**src/rtl/bp_cfg_sequencer.sv**
```systemverilog
// rtl/bp_cfg_sequencer.sv - per-tile config-bus write sequencer for BlackParrot bring-up
// Freezes and programs every core tile, then unfreezes them in core order.
module bp_cfg_sequencer #(
  parameter int num_core_p = 4,
  parameter int cfg_addr_width_p = 16,
  parameter int cfg_data_width_p = 64,
  parameter int vaddr_width_p = 39,
  parameter logic [vaddr_width_p-1:0] boot_pc_p = 39'h00_8000_0000,
  parameter int icache_mode_p = 1,
  parameter int dcache_mode_p = 1,
  parameter int cce_mode_p = 1,
  parameter int auto_start_p = 1,
  localparam int core_width_lp = (num_core_p > 1) ? $clog2(num_core_p) : 1
) (
  input  logic                        clk_i,
  input  logic                        reset_i,
  input  logic                        start_i,
  output logic                        cfg_v_o,
  input  logic                        cfg_ready_i,
  output logic [core_width_lp-1:0]    cfg_core_o,
  output logic [cfg_addr_width_p-1:0] cfg_addr_o,
  output logic [cfg_data_width_p-1:0] cfg_data_o,
  output logic                        busy_o,
  output logic                        done_o
);

  localparam logic [1:0] st_idle     = 2'd0;
  localparam logic [1:0] st_cfg      = 2'd1;
  localparam logic [1:0] st_unfreeze = 2'd2;
  localparam logic [1:0] st_done     = 2'd3;

  localparam logic [cfg_addr_width_p-1:0] freeze_addr_lp  = cfg_addr_width_p'(32'h0000);
  localparam logic [cfg_addr_width_p-1:0] core_id_addr_lp = cfg_addr_width_p'(32'h0004);
  localparam logic [cfg_addr_width_p-1:0] icache_addr_lp  = cfg_addr_width_p'(32'h0008);
  localparam logic [cfg_addr_width_p-1:0] dcache_addr_lp  = cfg_addr_width_p'(32'h000C);
  localparam logic [cfg_addr_width_p-1:0] cce_addr_lp     = cfg_addr_width_p'(32'h0010);
  localparam logic [cfg_addr_width_p-1:0] npc_addr_lp     = cfg_addr_width_p'(32'h0020);

  logic [1:0]               state;
  logic [core_width_lp-1:0] core_cnt;
  logic [2:0]               step_cnt;
  logic                     auto_pending;
  logic                     handshake;
  logic                     last_core;
  logic                     go;

  assign handshake = cfg_v_o & cfg_ready_i;
  assign last_core = (core_cnt == core_width_lp'(num_core_p - 1));
  // auto_pending is armed by reset so the first free-running cycle acts as a start
  assign go        = start_i | auto_pending;

  always_ff @(posedge clk_i) begin
    if (reset_i) begin
      state        <= st_idle;
      core_cnt     <= '0;
      step_cnt     <= '0;
      auto_pending <= (auto_start_p != 0);
    end else begin
      auto_pending <= 1'b0;
      case (state)
        st_idle, st_done: begin
          if (go) begin
            state    <= st_cfg;
            core_cnt <= '0;
            step_cnt <= '0;
          end
        end
        st_cfg: begin
          if (handshake) begin
            if (step_cnt == 3'd5) begin
              step_cnt <= '0;
              if (last_core) begin
                core_cnt <= '0;
                state    <= st_unfreeze;
              end else begin
                core_cnt <= core_cnt + 1'b1;
              end
            end else begin
              step_cnt <= step_cnt + 3'd1;
            end
          end
        end
        st_unfreeze: begin
          if (handshake) begin
            if (last_core) begin
              core_cnt <= '0;
              state    <= st_done;
            end else begin
              core_cnt <= core_cnt + 1'b1;
            end
          end
        end
        default: state <= st_idle;
      endcase
    end
  end

  always_comb begin
    cfg_v_o    = (state == st_cfg) || (state == st_unfreeze);
    busy_o     = cfg_v_o;
    done_o     = (state == st_done);
    cfg_core_o = cfg_v_o ? core_cnt : '0;
    cfg_addr_o = '0;
    cfg_data_o = '0;
    if (state == st_cfg) begin
      case (step_cnt)
        3'd0: begin cfg_addr_o = freeze_addr_lp;  cfg_data_o = cfg_data_width_p'(1); end
        3'd1: begin cfg_addr_o = core_id_addr_lp; cfg_data_o = cfg_data_width_p'(core_cnt); end
        3'd2: begin cfg_addr_o = icache_addr_lp;  cfg_data_o = cfg_data_width_p'(icache_mode_p); end
        3'd3: begin cfg_addr_o = dcache_addr_lp;  cfg_data_o = cfg_data_width_p'(dcache_mode_p); end
        3'd4: begin cfg_addr_o = cce_addr_lp;     cfg_data_o = cfg_data_width_p'(cce_mode_p); end
        3'd5: begin cfg_addr_o = npc_addr_lp;     cfg_data_o = cfg_data_width_p'(boot_pc_p); end
        default: begin cfg_addr_o = '0; cfg_data_o = '0; end
      endcase
    end else if (state == st_unfreeze) begin
      cfg_addr_o = freeze_addr_lp;
      cfg_data_o = '0;
    end
  end

endmodule

```
**config.mk**
```make
export PLATFORM = sky130hd
export DESIGN_NAME = bp_cfg_sequencer
export DESIGN_NICKNAME = d
export VERILOG_FILES = /design/src/rtl/bp_cfg_sequencer.sv
export SDC_FILE = /design/constraint.sdc
export NUM_CORES = 1
export LEC_CHECK = 0
export CAP_MARGIN = 15
export CORE_MARGIN = 2
export CORE_UTILIZATION = 34
export CTS_BUF_LIST = sky130_fd_sc_hd__clkbuf_16
export DETAILED_ROUTE_END_ITERATION = 6
export GPL_ROUTABILITY_DRIVEN = 0
export PLACE_DENSITY = 0.9
export SLEW_MARGIN = 20
export SYNTH_ARGS = -nofsm -noshare
export SYNTH_HDL_FRONTEND = slang
export SYNTH_SLANG_ARGS = --single-unit
```
**constraint.sdc**
```tcl
create_clock -name clk_i -period 2.3 [get_ports clk_i]
set_input_delay 0.23 -clock clk_i [delete_from_list [all_inputs] [get_ports clk_i]]
set_output_delay 0.23 -clock clk_i [all_outputs]
set_load 0.1 [all_outputs]
```
==> metrics.md, run 1 <==
| Metric | Value |
|---|---|
| MaxCap Viol Count | 0 |
| Wire per inst | 8.59 um |
| Final Hold Vio Count | 0 |
| Number of synthesized flops with an enable pin | 0 |
| Avg Synthesized Cell Area | 8.18 um2 |
| Clock buffer count from CTS | 3 |
| Final setup fails | 0 |
| Htree depth | 1 |
| Slowest-stage cell, CP | a2111oi_4 |
| Worst hold slack | 530 ps |
| Overflow after GRT | 0 |
| Area growth, synth to finish | 7.38% |
| First-iteration detailed-routing DRC count | 13 |
| Worst R2R Path Depth | 6 |
| Layout cells sized above 1 | 0.170 |
| Startpoint class of the critical path | register |
| Final Cycle Share | 0.869 |
| Status | finished clean |
| Diodes inserted | 0 |
| Vias/cell | 3.58 |
| Setup ws final | 301 ps |
| Worst Skew | 3.40 ps |
| CTS tree | done |
| TNS Setup | 0 ps |
| FF-to-FF End | state[1] |
| Die Ht | 63.1 um |
| Sequential area share after synthesis | 0.135 |
| Fmax | 500 MHz |
| Synthesized flop and latch total | 8 |
| Via count of the first global-routing pass | 567 |
| Pin count of the biggest net entering global routing | 12 |
| DIE WIDTH | 63.1 um |
| Synth Instances | 145 |
| Clk root buf | clkbuf_16 |
| Resize count post-CTS | 0 |
| Nets | 173 |
| Clock sink total | 8 |
| Tmin final | 2000 ps |
| Clk pin slew, worst setup/hold paths | 40 ps |
| Critical-path maximum fanout | 9 |
| Max Root-Sink Buffers | 2 |
| YS warnings | 0 |
| I/O Pins | 89 |
| Via count | 734 |
| Reg2reg setup slack | 300 ps |
| Post-synth cell types | 30 |
| Post-Place Worst Slack | 301 ps |
| CORE AREA | 3340 um2 |
| Drt first pass iters | 4 |
| WL final | 1760 um |
| Hold-fix buffers, CTS | 0 |
| CP max stage delay | 450 ps |
| Critical path class | reg2reg |
| Worst-path cell chain | inv_1 > ha_1 > nand4bb_4 > a2111oi_4 > nor2_1 > a211oi_1 |
| Hold Crit Class | reg2reg |
| DRC | 0 |
| Hold depth | 2 |
| Total die area | 3980 um2 |
| Antenna-violating nets left | 0 |
| Crit. End Element | register |
| Initial Util | 0.355 |
| Crit path required time | 2450 ps |
| Initial antenna violation count | 0 |
| Final HPWL DP | 1470 um |
| Reg2reg start | state[0] |
| Unrepaired setup endpoints after global routing | false |
| Arr. time, crit path | 2150 ps |
| Synthesized cell area | 1190 um2 |
| Max Slew Vio Count | 0 |
| First-pass GRT wire length | 2540 um |
| Worst Hold End | core_cnt[1] |
| Most used DFF post-synth | dfxtp_1 |
| Hold_sp | core_cnt[1] |
| Worst skew pair latency | 240 ps |
| Total global routing track utilization | 0.0887 |
| FFs w/ async S/R, synth | 0 |
| # rows | 21 |
| Setup bufs post-CTS | 0 |
| Port bufs | 15 |
==> cell families (layout without fill, tap and decap cells) <==
logic type	after synthesis	count (layout)	synth area share
compound gates	16	16	0.114
buf+inv	83	25	0.500
simple gates	27	27	0.147
other cells	1	73	0.00316
fa+ha+maj	8	8	0.0844
mux	2	2	0.0169
flops	8	8	0.135
==> worst max path at each step <==
stage                      startpoint             to  slack, ps  cells past startpoint
after CTS                    state[0]       state[1]        290                      6
final                        state[0]       state[1]        300                      6
after detailed placement     state[0]       state[1]        300                      6
after global placement       state[0]       state[0]        440                      6
after floorplan           step_cnt[2]  cfg_addr_o[4]       -530                      3
after global routing         state[0]       state[1]        120                      6
==> per-stage QoR <==
stage / util / instances / area, um2
2_1_floorplan: - / 217 / 1480
3_3_place_gp: 0.359 / 202 / 1200
3_5_place_dp: 0.359 / 202 / 1200
4_1_cts: 0.382 / 205 / 1270
5_1_grt: 0.382 / 205 / 1270
6_report: 0.382 / 205 / 1270
==> cell usage in the layout, fill, tap and decap left out, types with 2 or more instances in the layout <==
cell / n
a211oi_1: 2
a21oi_1: 4
and2_1: 2
and2b_2: 2
buf_12: 9
buf_4: 3
clkbuf_16: 3
clkdlybuf4s50_1: 3
conb_1: 73
dfxtp_1: 8
ha_1: 8
inv_1: 7
mux2i_1: 2
nand2_1: 3
nand3_1: 2
nor2_1: 6
nor3_2: 2
o21ai_0: 3
o21ba_2: 2
==> sequential cells by signal (all words and copies together) (netlist names) <==
register	count
step_cnt	3
core_cnt	2
state	2
auto_pending	1
==> cells in the mapped netlist (2+ instances only) <==
cell type,count,area share
buf_4,75,0.47
dfxtp_1,8,0.14
ha_1,8,0.084
inv_1,7,0.022
nor2_1,7,0.022
a21oi_1,4,0.017
nand2_1,3,0.0095
nor3_1,3,0.013
o21ai_0,3,0.013
a211oi_1,2,0.013
and2_1,2,0.011
and2b_2,2,0.015
mux2i_1,2,0.017
nand3_1,2,0.0084
o21ba_2,2,0.017
==> critical path: cells and delay by family (launching register included) <==
family,cells,cell delay [ps]
flops,1,400
compound gates,2,670
simple gates,2,370
fa+ha+maj,1,400
buf+inv,1,70
==> area by class of cell <==
| cell class | count | area (um2) |
|---|---|---|
| timing repair buffer | 15 | 233 |
| tap | 46 | 57.6 |
| sequential | 8 | 160 |
| fill | 353 | 2060 |
| clock buffer | 3 | 75.1 |
| inverter | 7 | 26.3 |
| multi-input combinational | 126 | 722 |
==> routing by layer <==
metal	wire length (um)	global-route usage
met4	60	0.0750
met3	207	0.0393
met5	0	0
met2	913	0.154
met1	579	0.0774
Power of run 1 is not shown: default switching activity piles up to over one toggle a cycle in this logic, so the estimate is an artifact.
==> inputs of run 2 (changes only) <==
- PLACE_DENSITY: 0.9 -> 0.81
- TNS_END_PERCENT: not set -> 50
==> run 2 against run 1 <==
Sequential share of layout area hardly changed. Utilization increased by 0.15 points. Global-route usage shrank 1.1 points. Via count increased by 0.27%. Clock skew fell by 2.0 ps. First-iteration DRC count down 15%. Maximum frequency down 1.5%. Non-clock buffer count unchanged. Final cell count unchanged. Count of clock-buffer cells in the layout did not move.
==> metrics.md, run 2 (synthesized netlist as in run 1, its figures left out) <==
| Metric | Value |
|---|---|
| Total die area | 3980 um2 |
| Max reg flops | 3 |
| Critical path class | reg2reg |
| Tmin final | 2030 ps |
| Critical-path maximum fanout | 9 |
| MaxCap Viol Count | 0 |
| Worst Skew | 1.39 ps |
| WL final | 1710 um |
| First-pass GRT wire length | 2370 um |
| Via count of the first global-routing pass | 525 |
| Drt first pass iters | 4 |
| Final Cycle Share | 0.882 |
| Antenna-violating nets left | 0 |
| Most frequent cells in the layout | conb_1 (73), buf_12 (10), ha_1 (8), dfxtp_1 (8) |
| Arr. time, crit path | 2170 ps |
| Hold Crit Class | reg2reg |
| DIE WIDTH | 63.1 um |
| Startpoint class of the critical path | register |
| Worst-path cell chain | inv_1 > ha_1 > nand4bb_4 > a2111oi_4 > nor2_1 > a211oi_1 |
| Regs by FF count | step_cnt x3, core_cnt x2, state x2 |
| # rows | 21 |
| Commonest non-fill, non-tap cell in the layout | conb_1 |
| CP delay by family, top | compound AO/OA/AOI/OAI gates |
| I/O Pins | 89 |
| Final Hold Vio Count | 0 |
| Area growth, synth to finish | 7.81% |
| Pin count of the biggest net entering global routing | 12 |
| Wire per inst | 8.36 um |
| Layout cells sized above 1 | 0.157 |
| Final setup fails | 0 |
| Port bufs | 15 |
| Max Slew Vio Count | 0 |
| Status | finished clean |
| Final HPWL DP | 1370 um |
| Final Core Density | 0.383 |
| CP max stage delay | 450 ps |
| First-iteration detailed-routing DRC count | 11 |
| CORE AREA | 3340 um2 |
| Crit path required time | 2440 ps |
| Overflow after GRT | 0 |
| DRC | 0 |
| Slowest-stage cell, CP | a2111oi_4 |
| Via count | 736 |
| Htree depth | 1 |
| Clock buffer count from CTS | 3 |
| Crit. End Element | register |
| Resize count post-CTS | 0 |
| Vias/cell | 3.59 |
| Fmax | 493 MHz |
| Diodes inserted | 0 |
| Unrepaired setup endpoints after global routing | false |
| Die Ht | 63.1 um |
| Number of buffers and inverters on the critical path | 1 |
| Clk root buf | clkbuf_16 |
| Hold-fix buffers, CTS | 0 |
| Clock sink total | 8 |
| Nets | 173 |
| Worst skew pair latency | 230 ps |
| Total global routing track utilization | 0.0774 |
| Clk pin slew, worst setup/hold paths | 40 ps |
| Initial Util | 0.355 |
| Initial antenna violation count | 0 |
| CTS tree | done |
| Reg with most FFs | step_cnt |
| Setup bufs post-CTS | 0 |
| Max Root-Sink Buffers | 2 |
## run 2: area by class of cell
cell class	instances	area, um2
clock buffer	3	75.1
fill	343	2060
inverter	7	26.3
multi-input combinational	126	714
sequential	8	160
tap	46	57.6
timing repair buffer	15	245
## run 2: final timing paths
| path | start | to | slack, ps | depth (start not counted) |
|---|---|---|---|---|
| setup / recovery | state[0] | state[0] | 270 | 6 |
| hold / removal | core_cnt[1] | core_cnt[1] | 510 | 2 |
| setup reg to reg | state[0] | state[0] | 270 | 6 |
| hold reg to reg | core_cnt[1] | core_cnt[1] | 510 | 2 |
## run 2: metrics by stage
stage / cell area (um2) / hold slack [ps] / setup WS (ps) / instances / TNS [ps]
global route: 1280 / 559 / 78.4 / 205 / 0
floorplan: 1470 / 258 / -683 / 217 / -1360
CTS: 1280 / 517 / 247 / 205 / 0
detailed placement: 1200 / 509 / 270 / 202 / 0
global placement: 1200 / 503 / 433 / 202 / 0
finish: 1280 / 514 / 271 / 205 / 0
## run 2: worst min-delay path, cell delays in order, from the launching register on
cell	delay (ps)
dfxtp_1	330
nand2b_1	80
a21oi_1	50
## run 2: routing by layer
layer,vias to the layer above,part of all wire,GRT usage
met5,-,0,0
met3,5,0.11,0.0232
li1,354,-,-
met1,326,0.36,0.0839
met2,51,0.52,0.130
met4,0,0.017,0.0500
Power of run 2 is left out for the same reason.
==> inputs of run 3 (changes only) <==
- MAX_ROUTING_LAYER: not set -> met4
==> run 3 against run 2 <==
Cell area unchanged. Sequential share of layout area unchanged. Routed wire length decreased by 0.18%. Register-to-register slack about the same. Via count increased by 2.3%. Die area unchanged. Utilization unchanged. Non-clock buffer count unchanged. Setup slack about the same. Critical path type unchanged. Count of clock-buffer cells in the layout unchanged.
==> metrics.md, run 3 (synthesized netlist as in run 1, its figures left out) <==
| Metric | Value |
|---|---|
| I/O Pins | 89 |
| Max Slew Vio Count | 0 |
| Final setup fails | 0 |
| Max reg flops | 3 |
| Filler cell count | 343 |
| CP max stage delay | 450 ps |
| Worst Skew | 2.01 ps |
| Critical-path maximum fanout | 9 |
| Most frequent cells in the layout | conb_1 (73), buf_12 (10), ha_1 (8), dfxtp_1 (8) |
| Drt first pass iters | 4 |
| Max Root-Sink Buffers | 2 |
| First-iteration detailed-routing DRC count | 9 |
| Layout cells sized above 1 | 0.157 |
| Area growth, synth to finish | 7.81% |
| Final Hold Vio Count | 0 |
| Status | finished clean |
| Number of buffers and inverters on the critical path | 1 |
| Hold-fix buffers, CTS | 0 |
| Antenna-violating nets left | 0 |
| Post-Place Worst Slack | 270 ps |
| Cell Area, Placed | 1200 um2 |
| Unrepaired setup endpoints after global routing | false |
| DRC | 0 |
| Port bufs | 15 |
| Reg2reg setup slack | 270 ps |
| Critical path class | reg2reg |
| Hold Crit Class | reg2reg |
| Clk root buf | clkbuf_16 |
| Diodes inserted | 0 |
| CP delay by family, top | compound AO/OA/AOI/OAI gates |
| CORE AREA | 3340 um2 |
| Via count | 753 |
| Fmax | 493 MHz |
| Total die area | 3980 um2 |
| Clock sink total | 8 |
| # rows | 21 |
| Setup bufs post-CTS | 0 |
| Commonest non-fill, non-tap cell in the layout | conb_1 |
| Resize count post-CTS | 0 |
| Overflow after GRT | 0 |
| Tmin final | 2030 ps |
| CTS tree | done |
| Setup crit end | state[0] |
| Clk pin slew, worst setup/hold paths | 40 ps |
| FF-to-FF End | state[0] |
| Initial antenna violation count | 0 |
| Slowest-stage cell, CP | a2111oi_4 |
| Arr. time, crit path | 2170 ps |
| Startpoint class of the critical path | register |
| Nets | 173 |
| Initial Util | 0.355 |
| Reg with most FFs | step_cnt |
| Design area | 1280 um2 |
| Worst skew pair latency | 230 ps |
| Setup ws final | 270 ps |
| Worst-path cell chain | inv_1 > ha_1 > nand4bb_4 > a2111oi_4 > nor2_1 > a211oi_1 |
| Register Area | 160 um2 |
| MaxCap Viol Count | 0 |
| Final Cycle Share | 0.883 |
| First-pass GRT wire length | 2380 um |
| Htree depth | 1 |
| Final HPWL DP | 1370 um |
| Worst R2R Path Depth | 6 |
| Levels on crit path | 6 |
| Regs by FF count | step_cnt x3, core_cnt x2, state x2 |
| Reg2reg start | state[0] |
| Multi-input combinational cell area | 714 um2 |
| Critical path startpoint | state[0] |
| Pin count of the biggest net entering global routing | 12 |
| Vias/cell | 3.67 |
| Total global routing track utilization | 0.0795 |
| Via count of the first global-routing pass | 524 |
| Clock buffer count from CTS | 3 |
| Crit. End Element | register |
| Wire per inst | 8.34 um |
| Die Ht | 63.1 um |
| Crit path required time | 2440 ps |
| WL final | 1710 um |
| DIE WIDTH | 63.1 um |
## run 3: cell counts in the layout (fill, tap and decap cells not counted)
Identical to the previous run, type by type.
## run 3: stage by stage
stage | TNS, ps | hold WS (ps) | cells | utilization
after detailed placement | 0 | 509 | 202 | 0.361
after global placement | 0 | 503 | 202 | 0.361
after floorplan | -1360 | 258 | 217 | -
after global routing | 0 | 559 | 205 | 0.383
after CTS | 0 | 517 | 205 | 0.383
final | 0 | 513 | 205 | 0.383
## run 3: worst reg2reg max path: stages (launching register included)
cell	delay (ps)
dfxtp_1	400
inv_1	70
ha_1	400
nand4bb_4	300
a2111oi_4	450
nor2_1	70
a211oi_1	250
## run 3: layout make-up
| type | count | area share |
|---|---|---|
| multi-input cells | 126 | 0.559 |
| well taps | 46 | 0.0450 |
| inverters | 7 | 0.0205 |
| clock buffers | 3 | 0.0587 |
| flip-flops and latches | 8 | 0.125 |
| repair buffers | 15 | 0.192 |
## run 3: how the worst min path moves through the flow
stage	start	cells after the start	end	slack (ps)
after floorplan	reset_i	0	auto_pending	260
after global placement	core_cnt[1]	2	core_cnt[1]	500
after detailed placement	core_cnt[1]	2	core_cnt[1]	510
after CTS	core_cnt[1]	2	core_cnt[1]	520
after global routing	core_cnt[1]	2	core_cnt[1]	560
final	core_cnt[1]	2	core_cnt[1]	510
## run 3: routing by layer
layer	vias up	GRT usage	share of wire	wire length, um
li1	354	-	-	-
met1	343	0.0850	0.36	610
met2	51	0.129	0.52	881
met3	5	0.0232	0.11	183
met4	0	0.0500	0.020	34
met5	-	-	0	0
Power of run 3 is left out for the same reason.
